## config.mk

```make
export PLATFORM = sky130hd
export DESIGN_NAME = rcpa_seq
export DESIGN_NICKNAME = d
export VERILOG_FILES = /design/src/rtl/rcpa_pkg.sv /design/src/rtl/rcpa.sv /design/src/rtl/rcpa_seq.sv
export SDC_FILE = /design/constraint.sdc
export NUM_CORES = 1
export LEC_CHECK = 0
export CORE_AREA = 2 2 169 171
export CTS_CLUSTER_DIAMETER = 50
export DETAILED_ROUTE_END_ITERATION = 12
export DIE_AREA = 0 0 171 173
export GPL_ROUTABILITY_DRIVEN = 1
export MAX_ROUTING_LAYER = met4
export PLACE_DENSITY = 0.58
export RECOVER_POWER = 100
export SLEW_MARGIN = 0
export SYNTH_ARGS = -nofsm -noshare
export SYNTH_HDL_FRONTEND = slang
export SYNTH_SLANG_ARGS = --single-unit
```

## constraint.sdc

```tcl
create_clock -name clk -period 10 [get_ports clk]
set_clock_uncertainty 0.15 [all_clocks]
set_input_delay 1.5 -clock clk [delete_from_list [all_inputs] [get_ports clk]]
set_output_delay 1.5 -clock clk [all_outputs]
set_load 0.005 [all_outputs]
```

## src/rtl/rcpa_pkg.sv

```systemverilog
// Shared definitions for the word-serial ripple-carry adder/subtractor.
// Holds the adder word width, FSM state encoding and operation encoding.
package rcpa_pkg;

  localparam int WORD_W = 16;

  typedef enum logic [1:0] {
    S_IDLE = 2'd0,
    S_ADD  = 2'd1,
    S_DONE = 2'd2
  } state_t;

  typedef enum logic {
    OP_ADD = 1'b0,
    OP_SUB = 1'b1
  } op_t;

endpackage

```

## src/rtl/rcpa.sv

```systemverilog
// 16-bit ripple-carry adder: one full-adder cell per bit, carry chained LSB to MSB.
module rcpa
  import rcpa_pkg::*;
(
  input  logic [WORD_W-1:0] a,
  input  logic [WORD_W-1:0] b,
  input  logic              cin,
  output logic [WORD_W-1:0] sum,
  output logic              cout
);

  // The carry is a block-local variable so the chain stays a simple ripple.
  always_comb begin
    logic carry;
    carry = cin;
    sum   = '0;
    for (int i = 0; i < WORD_W; i++) begin
      sum[i] = a[i] ^ b[i] ^ carry;
      carry  = (a[i] & b[i]) | (carry & (a[i] ^ b[i]));
    end
    cout = carry;
  end

endmodule

```

## src/rtl/rcpa_seq.sv

```systemverilog
// Multi-word adder/subtractor that reuses one 16-bit ripple adder, one word per
// cycle LSW first, with valid/ready handshakes on both operand and result sides.
module rcpa_seq
  import rcpa_pkg::*;
#(
  parameter int WORDS = 4
) (
  input  logic                  clk,
  input  logic                  rst,
  input  logic                  in_valid,
  output logic                  in_ready,
  input  logic [16*WORDS-1:0]   a,
  input  logic [16*WORDS-1:0]   b,
  input  logic                  cin,
  input  logic                  op,
  output logic                  out_valid,
  input  logic                  out_ready,
  output logic [16*WORDS-1:0]   sum,
  output logic                  cout,
  output logic                  ovf,
  output logic                  busy
);

  localparam int W     = WORD_W * WORDS;
  localparam int IDX_W = (WORDS > 1) ? $clog2(WORDS) : 1;
  localparam logic [IDX_W-1:0] LAST_IDX = IDX_W'(WORDS - 1);

  state_t            state;
  state_t            next_state;
  logic [W-1:0]      a_reg;
  logic [W-1:0]      b_reg;
  op_t               op_reg;
  logic [IDX_W-1:0]  idx;
  logic              carry;
  logic [WORD_W-1:0] a_word;
  logic [WORD_W-1:0] b_word;
  logic [WORD_W-1:0] add_sum;
  logic              add_cout;

  // Subtraction is A + ~B + 1: the +1 comes from carry being seeded with 1.
  assign a_word = a_reg[idx*WORD_W +: WORD_W];
  assign b_word = (op_reg == OP_SUB) ? ~b_reg[idx*WORD_W +: WORD_W]
                                     :  b_reg[idx*WORD_W +: WORD_W];

  rcpa u_rcpa (
    .a    (a_word),
    .b    (b_word),
    .cin  (carry),
    .sum  (add_sum),
    .cout (add_cout)
  );

  always_ff @(posedge clk) begin
    if (rst) state <= S_IDLE;
    else     state <= next_state;
  end

  always_comb begin
    next_state = state;
    in_ready   = 1'b0;
    out_valid  = 1'b0;
    busy       = 1'b1;
    unique case (state)
      S_IDLE: begin
        in_ready = 1'b1;
        busy     = 1'b0;
        if (in_valid) next_state = S_ADD;
      end
      S_ADD: begin
        if (idx == LAST_IDX) next_state = S_DONE;
      end
      S_DONE: begin
        out_valid = 1'b1;
        if (out_ready) next_state = S_IDLE;
      end
      default: next_state = S_IDLE;
    endcase
  end

  // Operands and op are captured only at acceptance; the result is only
  // touched in ADD, so it holds steady throughout DONE.
  always_ff @(posedge clk) begin
    if (rst) begin
      a_reg  <= '0;
      b_reg  <= '0;
      op_reg <= OP_ADD;
      idx    <= '0;
      carry  <= 1'b0;
      sum    <= '0;
      cout   <= 1'b0;
      ovf    <= 1'b0;
    end else begin
      unique case (state)
        S_IDLE: begin
          if (in_valid) begin
            a_reg  <= a;
            b_reg  <= b;
            op_reg <= op_t'(op);
            idx    <= '0;
            carry  <= (op_t'(op) == OP_SUB) ? 1'b1 : cin;
          end
        end
        S_ADD: begin
          sum[idx*WORD_W +: WORD_W] <= add_sum;
          carry <= add_cout;
          idx   <= idx + IDX_W'(1);
          if (idx == LAST_IDX) begin
            cout <= add_cout;
            ovf  <= (a_reg[W-1] == b_word[WORD_W-1]) &&
                    (add_sum[WORD_W-1] != a_reg[W-1]);
          end
        end
        default: ;
      endcase
    end
  end

endmodule

```

Yosys cells after proc, flatten, opt, wreduce, memory -nomap -nowiden --
Index checks and enable logic that the tools add are counted.
Operators by class: add/subtract/negate cells 2, equal/unequal tests 8, shifts and indexed selects 4, mux-type cells 14, bitwise operators 81, reductions and logical operators 7
Operators by type and width (count):
- $shiftx 64x7->16 | 2
- $bwmux 64 | 1
- $shift 16x34->64 const A | 1
- $shiftx 16x34->64 | 1
- $neg 6->34 | 1
- $and 1x1->1 | 32
- $xor 1x1->1 | 32
- $mux 16 | 1
- $not 16->16 | 1
- $or 1x1->1 | 16
- $mux 2 | 4
- $ne 2x2->1 const B | 3
- $pmux 2 s3 | 1
- $reduce_and 2->1 | 3
- $mux 1 | 5
- $eq 2x2->1 const B | 2
- $pmux 2 s2 | 1
- $reduce_and 3->1 | 1
- $add 2x1->2 const B | 1
- $eq 2x1->1 const B | 1
- $logic_not 2->1 | 1
- $pmux 1 s2 | 1
- $reduce_bool 2->1 | 1
- $eq 1x1->1 | 1
- 2 further kinds | 2
Storage, ports and cells: register bits after elaboration 200, input bits 134, output and inout bits 69

Logic depth before layout (Yosys ltp) --
Gate-level depths: netlist of run 1.
word-level depth 37, mapped depth 24, gate-level depth less buffers 22

Modules after synthesis --
From an unflattened synthesis of run 1, not the netlist that was laid out.
Unflattened totals: cell total of the unflattened synthesis 909, area, all modules 8225.4 um2
By module, submodules not included:
- rcpa_seq | times used 1, cells an instance 883, area each 7867.5 um2, sequential area each 4003.8 um2
- rcpa | times used 1, cells an instance 26, area each 357.8 um2, sequential area each 0.0 um2

Worst setup path after synthesis of run 1 --
OpenSTA, ideal clock, no wires.
kind reg2reg, start register idx[0], end register ovf, arrival 7.317 ns, required time 9.759 ns, slack 2.442 ns, stages on the path, launching flop included 25, period minus slack after synthesis 7.558 ns, cells stage by stage dfxtp_1 buf_6 buf_2 buf_4 mux4_2 fa_1 fa_1 fa_1 fa_1 fa_1 fa_1 fa_1 fa_1 fa_1 fa_1 fa_1 fa_1 inv_1 fa_1 fa_1 fa_1 fa_1 nor2_1 nand2_1 a311oi_1
On the way: cells in the longest elaborated chain, start to end 37, elaborated cells on any way between the ends 71, classes of those cells 3 x eq/ne; 2 x shift; 1 x mux; 63 x bitwise; 2 x reduce/logical
Ends and longest elaborated chain:
- from (decl) | RTL line rcpa_seq.sv:33 | logic [IDX_W-1:0] idx;
- from (signal assigned) | RTL line rcpa_seq.sv:106 | idx <= idx + IDX_W'(1);
- $shiftx 64x7->16 | RTL line rcpa_seq.sv:42, rcpa_seq.sv:43
- $not 16->16 | RTL line rcpa_seq.sv:42 | assign b_word = (op_reg == OP_SUB) ? ~b_reg[idx*WORD_W +: WORD_W]
- $mux 16 | RTL line rcpa_seq.sv:42
- $xor 1x1->1 | RTL line rcpa.sv:19 | carry = (a[i] & b[i]) | (carry & (a[i] ^ b[i]));
- $and 1x1->1 | RTL line rcpa.sv:19
- $or 1x1->1 | RTL line rcpa.sv:19
- $and 1x1->1 | RTL line rcpa.sv:19
- $or 1x1->1 | RTL line rcpa.sv:19
- [21 not listed]
- $or 1x1->1 | RTL line rcpa.sv:19
- $and 1x1->1 | RTL line rcpa.sv:19
- $or 1x1->1 | RTL line rcpa.sv:19
- $and 1x1->1 | RTL line rcpa.sv:19
- $or 1x1->1 | RTL line rcpa.sv:19
- $xor 1x1->1 | RTL line rcpa.sv:18 | sum[i] = a[i] ^ b[i] ^ carry;
- $ne 1x1->1 | RTL line rcpa_seq.sv:110 | (add_sum[WORD_W-1] != a_reg[W-1]);
- $logic_and 1x1->1 | RTL line rcpa_seq.sv:109 | ovf <= (a_reg[W-1] == b_word[WORD_W-1]) &&
- to (signal assigned) | RTL line rcpa_seq.sv:109
- to (decl) | RTL line rcpa_seq.sv:20 | output logic ovf,
Parallel ways exist; a longest one is shown, timed or not. A chain may end at the register's enable or synchronous reset.

Final worst setup path of run 1 --
Ends and elaborated chain as after synthesis.

==> results of run 1 <==
[path summary, 6_finish.rpt]
check,start,endpoint,slack (ps),cells past startpoint
max reg2reg,idx[0]$_SDFFE_PP0P_,ovf$_SDFFE_PP0P_,1560,22
max,idx[0]$_SDFFE_PP0P_,ovf$_SDFFE_PP0P_,1560,22
min reg2reg,b_reg[36]$_SDFFE_PP0P_,b_reg[36]$_SDFFE_PP0P_,300,2
min,b_reg[36]$_SDFFE_PP0P_,b_reg[36]$_SDFFE_PP0P_,300,2
[tightest hold or removal path: cells and delay by family (launching register included)]
| family | cells | cell delay (ps) |
|---|---|---|
| compound gates | 1 | 50 |
| flops | 1 | 310 |
| simple gates | 1 | 50 |
[cell usage in the layout, fill, tap and decap left out, types with 12 or more instances in the layout]
cell / count
nand2_1: 265
dfxtp_1: 199
clkdlybuf4s50_1: 132
a21oi_1: 131
nor2_1: 72
dlygate4sd3_1: 69
a22oi_1: 65
mux4_2: 32
clkbuf_16: 17
fa_1: 16
inv_1: 14
xor2_1: 12
[where the power goes]
| part | switching (mW) | leakage, nW | internal [mW] | total, mW |
|---|---|---|---|---|
| registers | 0.0220 | 1.63 | 0.831 | 0.853 |
| logic | 0.133 | 2.31 | 0.116 | 0.249 |
| clock network | 0.313 | 0.289 | 0.393 | 0.706 |
[Yosys cell counts, drive strengths merged (2+ instances only)]
| cell type | instances | area share (%) |
|---|---|---|
| nand2 | 266 | 12 |
| dfxtp | 200 | 49 |
| a21oi | 131 | 8.0 |
| nor2 | 72 | 3.3 |
| a22oi | 65 | 5.9 |
| clkbuf | 42 | 1.9 |
| mux4 | 32 | 8.8 |
| buf | 29 | 1.9 |
| fa | 16 | 3.9 |
| inv | 14 | 0.64 |
| xor2 | 12 | 1.3 |
| ha | 6 | 0.91 |
| xnor2 | 4 | 0.52 |
| and3 | 2 | 0.15 |
| nand3b | 2 | 0.33 |
| nor2b | 2 | 0.15 |
[per-stage QoR]
stage | setup slack [ps] | hold WS (ps)
6_report | 1560 | 303
5_1_grt | 1100 | 320
3_5_place_dp | 1900 | 293
4_1_cts | 1880 | 304
2_1_floorplan | 2440 | 283
3_3_place_gp | 2010 | 291
[logic make-up (layout without fill, tap and decap cells)]
group                    count (synthesis)  in the layout  share of synthesized area (%)
adder cells (fa/ha/maj)                 22             22                           4.81
multiplexers                            34             34                           9.02
AND/OR/NAND/NOR                        350            350                           16.9
AO/OA/AOI/OAI                          201            201                           14.4
buffers and inverters                   85            253                           4.44
XOR/XNOR                                16             16                           1.80
flip-flops                             200            200                           48.7
[area by class of cell]
class / instances / area (sq um)
multi-input combinational: 623 / 3860
clock inverter: 11 / 136
inverter: 14 / 52.6
tap: 378 / 473
timing repair buffer: 208 / 2060
fill: 2812 / 16600
sequential: 200 / 4010
clock buffer: 20 / 467
[metal layers]
metal | vias up | GRT usage [%]
li1 | 3371 | -
met1 | 3234 | 22.9
met2 | 191 | 26.6
met3 | 15 | 3.32
met4 | 0 | 4.56
met5 | - | -
==> reports/summary.txt, run 1 <==
Startpoint Class - register
Met2 WL - 11500 microns
Synth Register Bits - 200
GRT overflow - 0
Clk_lat worst skew - 440 ps
WP data required - 10130 ps
Slew margin rel. - -204%
Setup CP Type - register to register
Main synth FF type - dfxtp_1
CTS clk-pin slew, worst paths - 70 ps
CP max stage delay - 830 ps
Total power draw - 1.81 mW
Cell Rows - 61
Distinct cell type count after synthesis - 34
Die height - 173 microns
Peak supply drop - 0.000108 V
CP Data Arrival Time - 8580 ps
Least-Margin Pin Slew - 4560 ps
Synth warnings - 0
Fin. max-slew vios - 203
DRC - 0
Syn Std Cell Area - 8220 sq um
Pwr dens - 164 nW/um^2
Final count of hold timing violations - 0
Largest fanout on the critical path - 29
TritonCTS clock tree - done
Die width - 171 microns
Final-report setup violation count - 0
GRT Total Usage - 17.1%
Maximum buffer depth of the clock tree - 2
Syn avg cell area - 9.06 sq um
H-tree Lvls - 4
CP endpoint kind - register
Setup bufs post-CTS - 0
Detail Placement HPWL - 17700 microns
Delay-heaviest family, CP - adder cells
DR vias - 6811
Crit path time final - 8440 ps
Outcome - complete, but fails checks
Syn-to-layout area delta - 34.4%
Initial Utilization - 29.8%
Layout cell share with drive strength beyond 1 - 7.06%
P_leak - 4.23 nW
Met3 Wirelength - 1400 microns
CTS sink count - 200
Met1 WL - 11300 microns
Top-level I/O count - 203
Max-cap violations - 2
Routed len/inst - 16.9 microns
Number of buffers created by CTS - 17
Placed instance count - 1423
Nets@finish - 1220
Diode count - 0
DRT iter0 DRCs - 522
Worst hold path class - register to register
Design area - 11100 sq um
Mean number of vias per cell - 4.68
First-pass GRT wire length - 38000 microns
Post-synth EDFFs - 0
CTS Hold Bufs - 0
Sum of buffers and inverters on the critical path - 2
Asr flop ratio synth - 0%
Post-route non-filler standard cell count - 1454
Router iterations before antenna repair - 5
Core Area - 27600 sq um
Die ar. - 29600 sq um
Initial antenna violation count - 0
Post-synthesis sequential area ratio - 48.7%
Fmax - 118 MHz
Number of routed nets with antenna violations - 0
CP cell instances - buf_4, mux4_2, fa_1, fa_1, fa_1, fa_1, fa_1, fa_1, fa_1, fa_1, fa_1, fa_1, fa_1, fa_1, inv_1, fa_1, fa_1, fa_1, fa_1, nor2_1, nand2_1, a311oi_1
Placed cell areas - 10500 sq um
Routed Wire Length - 24600 microns
Placer Congestion - 0.786
Failing checks - max-capacitance violations, max-slew violations
Largest net degree at the start of global routing - 106
CP most frequent cell - fa_1
Vias in the first global route - 6635
Synthesized net count - 1064
IO buf count - 202
CTS resizes - 0
Crit share post-route - 84.4%
RSZ-0062 raised after global routing - false
CP max stage cell - dfxtp_1
Gate Count Post-Synth - 908
Final Util - 40.0%
Root Buffer - clkbuf_16
Setup TNS - 0 ps
Max layer used - met4
Power figures use the tool's default switching activity.
==> inputs of run 2 (changes only) <==
PLACE_DENSITY = 0.6   (was 0.58)
clock period = 6.8 ns   (was 10 ns; I/O delays follow)
==> run 2 against run 1 <==
  * The flow finishes with violations (max-capacitance violations, max-slew violations, negative setup slack)
  * Global-route usage is 0.13 points lower
  * Core utilization grew 0.27 points
  * Sequential power grew 47%
  * Worst setup slack worse by 1600 ps
  * Clock power grew 44%
  * Critical path type unchanged
==> reports/summary.txt, run 2 (synthesis gave the netlist of run 1 again) <==
Outcome - complete, but fails checks
Failing checks - max-capacitance violations, max-slew violations, negative setup slack
Slew margin rel. - -20.8% (+180 points)
Crit path time final - 6870 ps (-1570 ps)
Commonest non-fill, non-tap cell in the layout - nand2_1
Reg2Reg Depth - 23 (+4.5%)
Root Buffer - clkbuf_16
Clk_lat worst skew - 440 ps (about the same)
Part of the power in registers - 47.1% (about the same)
Peak supply drop - 0.000179 V (+66%)
DR vias - 6878 (+0.98%)
Setup WS post-layout - -70.2 ps (-1630 ps)
Setup CP Type - register to register
Max-cap violations - 2 (unchanged)
TritonCTS clock tree - done
IO buf count - 202 (unchanged)
FF-to-FF End - sum[15]$_SDFFE_PP0P_
Cell Rows - 61 (unchanged)
Final Util - 40.3% (+0.27 points)
GRT Total Usage - 17.0% (-0.13 points)
H-tree Lvls - 4 (unchanged)
CP Capture Point - sum[15]$_SDFFE_PP0P_
Setup bufs post-CTS - 0 (unchanged)
Router iterations before antenna repair - 5 (unchanged)
Startpoint Class - register
Fmax - 146 MHz (+23%)
Largest net degree at the start of global routing - 131 (+24%)
Placed cell areas - 10500 sq um (+0.73%)
R2r startpoint - idx[0]$_SDFFE_PP0P_
Routed Wire Length - 24600 microns (+0.15%)
Syn-to-layout area delta - 35.3%
Final-report setup violation count - 5 (+5)
Placer Congestion - 0.779 (-0.93%)
Reg2reg setup slack - -70 ps (-1630 ps)
Vias in the first global route - 6567 (-1.0%)
Worst hold path class - register to register
Detail Placement HPWL - 17800 microns (+0.99%)
Crit share post-route - 101% (+17 points)
CP endpoint kind - register
CTS clk-pin slew, worst paths - 70 ps (about the same)
Core Area - 27600 sq um (unchanged)
Net switching power - 724 uW (+55%)
Hold WS - 304 ps (+0.473 ps)
Combinational fraction of design power - 14.4% (+0.6 points)
Number of buffers created by CTS - 17 (unchanged)
First-pass GRT wire length - 37900 microns (-0.25%)
Fin. max-slew vios - 132 (-35%)
Commonest cells after routing, fill and taps aside - nand2_1, dfxtp_1, a21oi_1, clkdlybuf4s50_1, nor2_1
Internal power - 1.92 mW (+44%)
Initial Utilization - 29.8% (unchanged)
WP data required - 7010 ps (-3120 ps)
Clock share of power - 38.5% (-0.6 points)
Nets@finish - 1225 (+0.41%)
Final count of hold timing violations - 0 (unchanged)
Fillcell total - 2842 (+1.1%)
Least-Margin Pin Slew - 1810 ps (-2750 ps)
Design area - 11100 sq um (+0.67%)
Mean number of vias per cell - 4.71 (+0.50%)
CP Data Arrival Time - 7080 ps (-1500 ps)
Pwr dens - 238 nW/um^2 (+45%)
CTS Hold Bufs - 0 (unchanged)
GRT overflow - 0 (unchanged)
Top-level I/O count - 203 (unchanged)
DRT iter0 DRCs - 560 (+7.3%)
Die height - 173 microns (unchanged)
Source of the critical timing path - idx[0]$_SDFFE_PP0P_
DRC - 0 (unchanged)
P_leak - 4.22 nW (-0.17%)
Largest fanout on the critical path - 4 (-86%)
CTS sink count - 200 (unchanged)
Maximum buffer depth of the clock tree - 2 (unchanged)
RSZ-0062 raised after global routing - true
Initial antenna violation count - 1 (+1)
Net Sw Frac - 27.3% (+1.4 points)
Number of routed nets with antenna violations - 0 (unchanged)
Layout cell share with drive strength beyond 1 - 9.15% (+2.1 points)
Routed len/inst - 16.8 microns (-0.33%)
Die ar. - 29600 sq um (unchanged)
Die width - 171 microns (unchanged)
[run 2: worst min-delay path by stage]
| stage | slack [ps] | end | depth (start not counted) | from |
|---|---|---|---|---|
| floorplan | 280 | a_reg[16]$_SDFFE_PP0P_ | 2 | a_reg[16]$_SDFFE_PP0P_ |
| global placement | 290 | b_reg[14]$_SDFFE_PP0P_ | 2 | b_reg[14]$_SDFFE_PP0P_ |
| detailed placement | 300 | b_reg[9]$_SDFFE_PP0P_ | 2 | b_reg[9]$_SDFFE_PP0P_ |
| CTS | 310 | a_reg[33]$_SDFFE_PP0P_ | 2 | a_reg[33]$_SDFFE_PP0P_ |
| global route | 320 | a_reg[60]$_SDFFE_PP0P_ | 2 | a_reg[60]$_SDFFE_PP0P_ |
| finish | 300 | a_reg[27]$_SDFFE_PP0P_ | 2 | a_reg[27]$_SDFFE_PP0P_ |
[run 2: power groups by stage]
stage          combinational, mW  sequential, mW  clock [mW]
6_report                   0.383            1.25        1.02
5_1_grt                    0.420            1.25        1.08
4_1_cts                    0.390            1.25        1.04
3_5_place_dp               0.387            1.28           0
3_3_place_gp               0.384            1.27           0
2_1_floorplan              0.217            1.27           0
[run 2: cell type report]
type | instances | area [sq um] | area share, %
sequential | 200 | 4010 | 36.0
multi-input combinational | 623 | 3890 | 35.0
timing repair buffer | 213 | 2100 | 18.9
tap | 378 | 473 | 4.25
clock buffer | 18 | 429 | 3.86
clock inverter | 14 | 164 | 1.47
inverter | 14 | 55.1 | 0.495
antenna | 1 | 2.50 | 0.0225
[run 2: stage by stage]
stage	TNS [ps]	power [mW]	instances	worst slack, ps
global route	-1530	2.76	1461	-301
finish	-304	2.65	1461	-70.2
global placement	-492	1.66	1428	-105
detailed placement	-532	1.66	1428	-118
floorplan	-84.4	1.48	908	-84.4
CTS	-287	2.68	1460	-65.1
[run 2: timing repair]
action | in CTS | in global routing
endpoints found under the setup margin | 5 | 8
resized for setup | 6 | 1
pin swaps | 3 | 2
[run 2: worst max-delay path, stage by stage (launching register included)]
cell,delay [ps]
dfxtp_2,340
mux4_2,510
xor2_1,170
fa_2,340
fa_2,340
fa_2,350
fa_2,350
fa_2,340
fa_2,350
fa_2,350
fa_2,350
fa_2,350
fa_2,350
fa_2,350
fa_2,350
inv_2,60
fa_2,190
fa_2,190
fa_2,200
fa_1,400
buf_4,160
inv_4,50
a22oi_1,60
nor2_1,150
[run 2: routing by layer]
layer	global-route usage [%]	wire length, microns
met2	26.4	11400
met1	22.4	11200
met3	3.91	1530
met5	-	0
met4	4.38	388
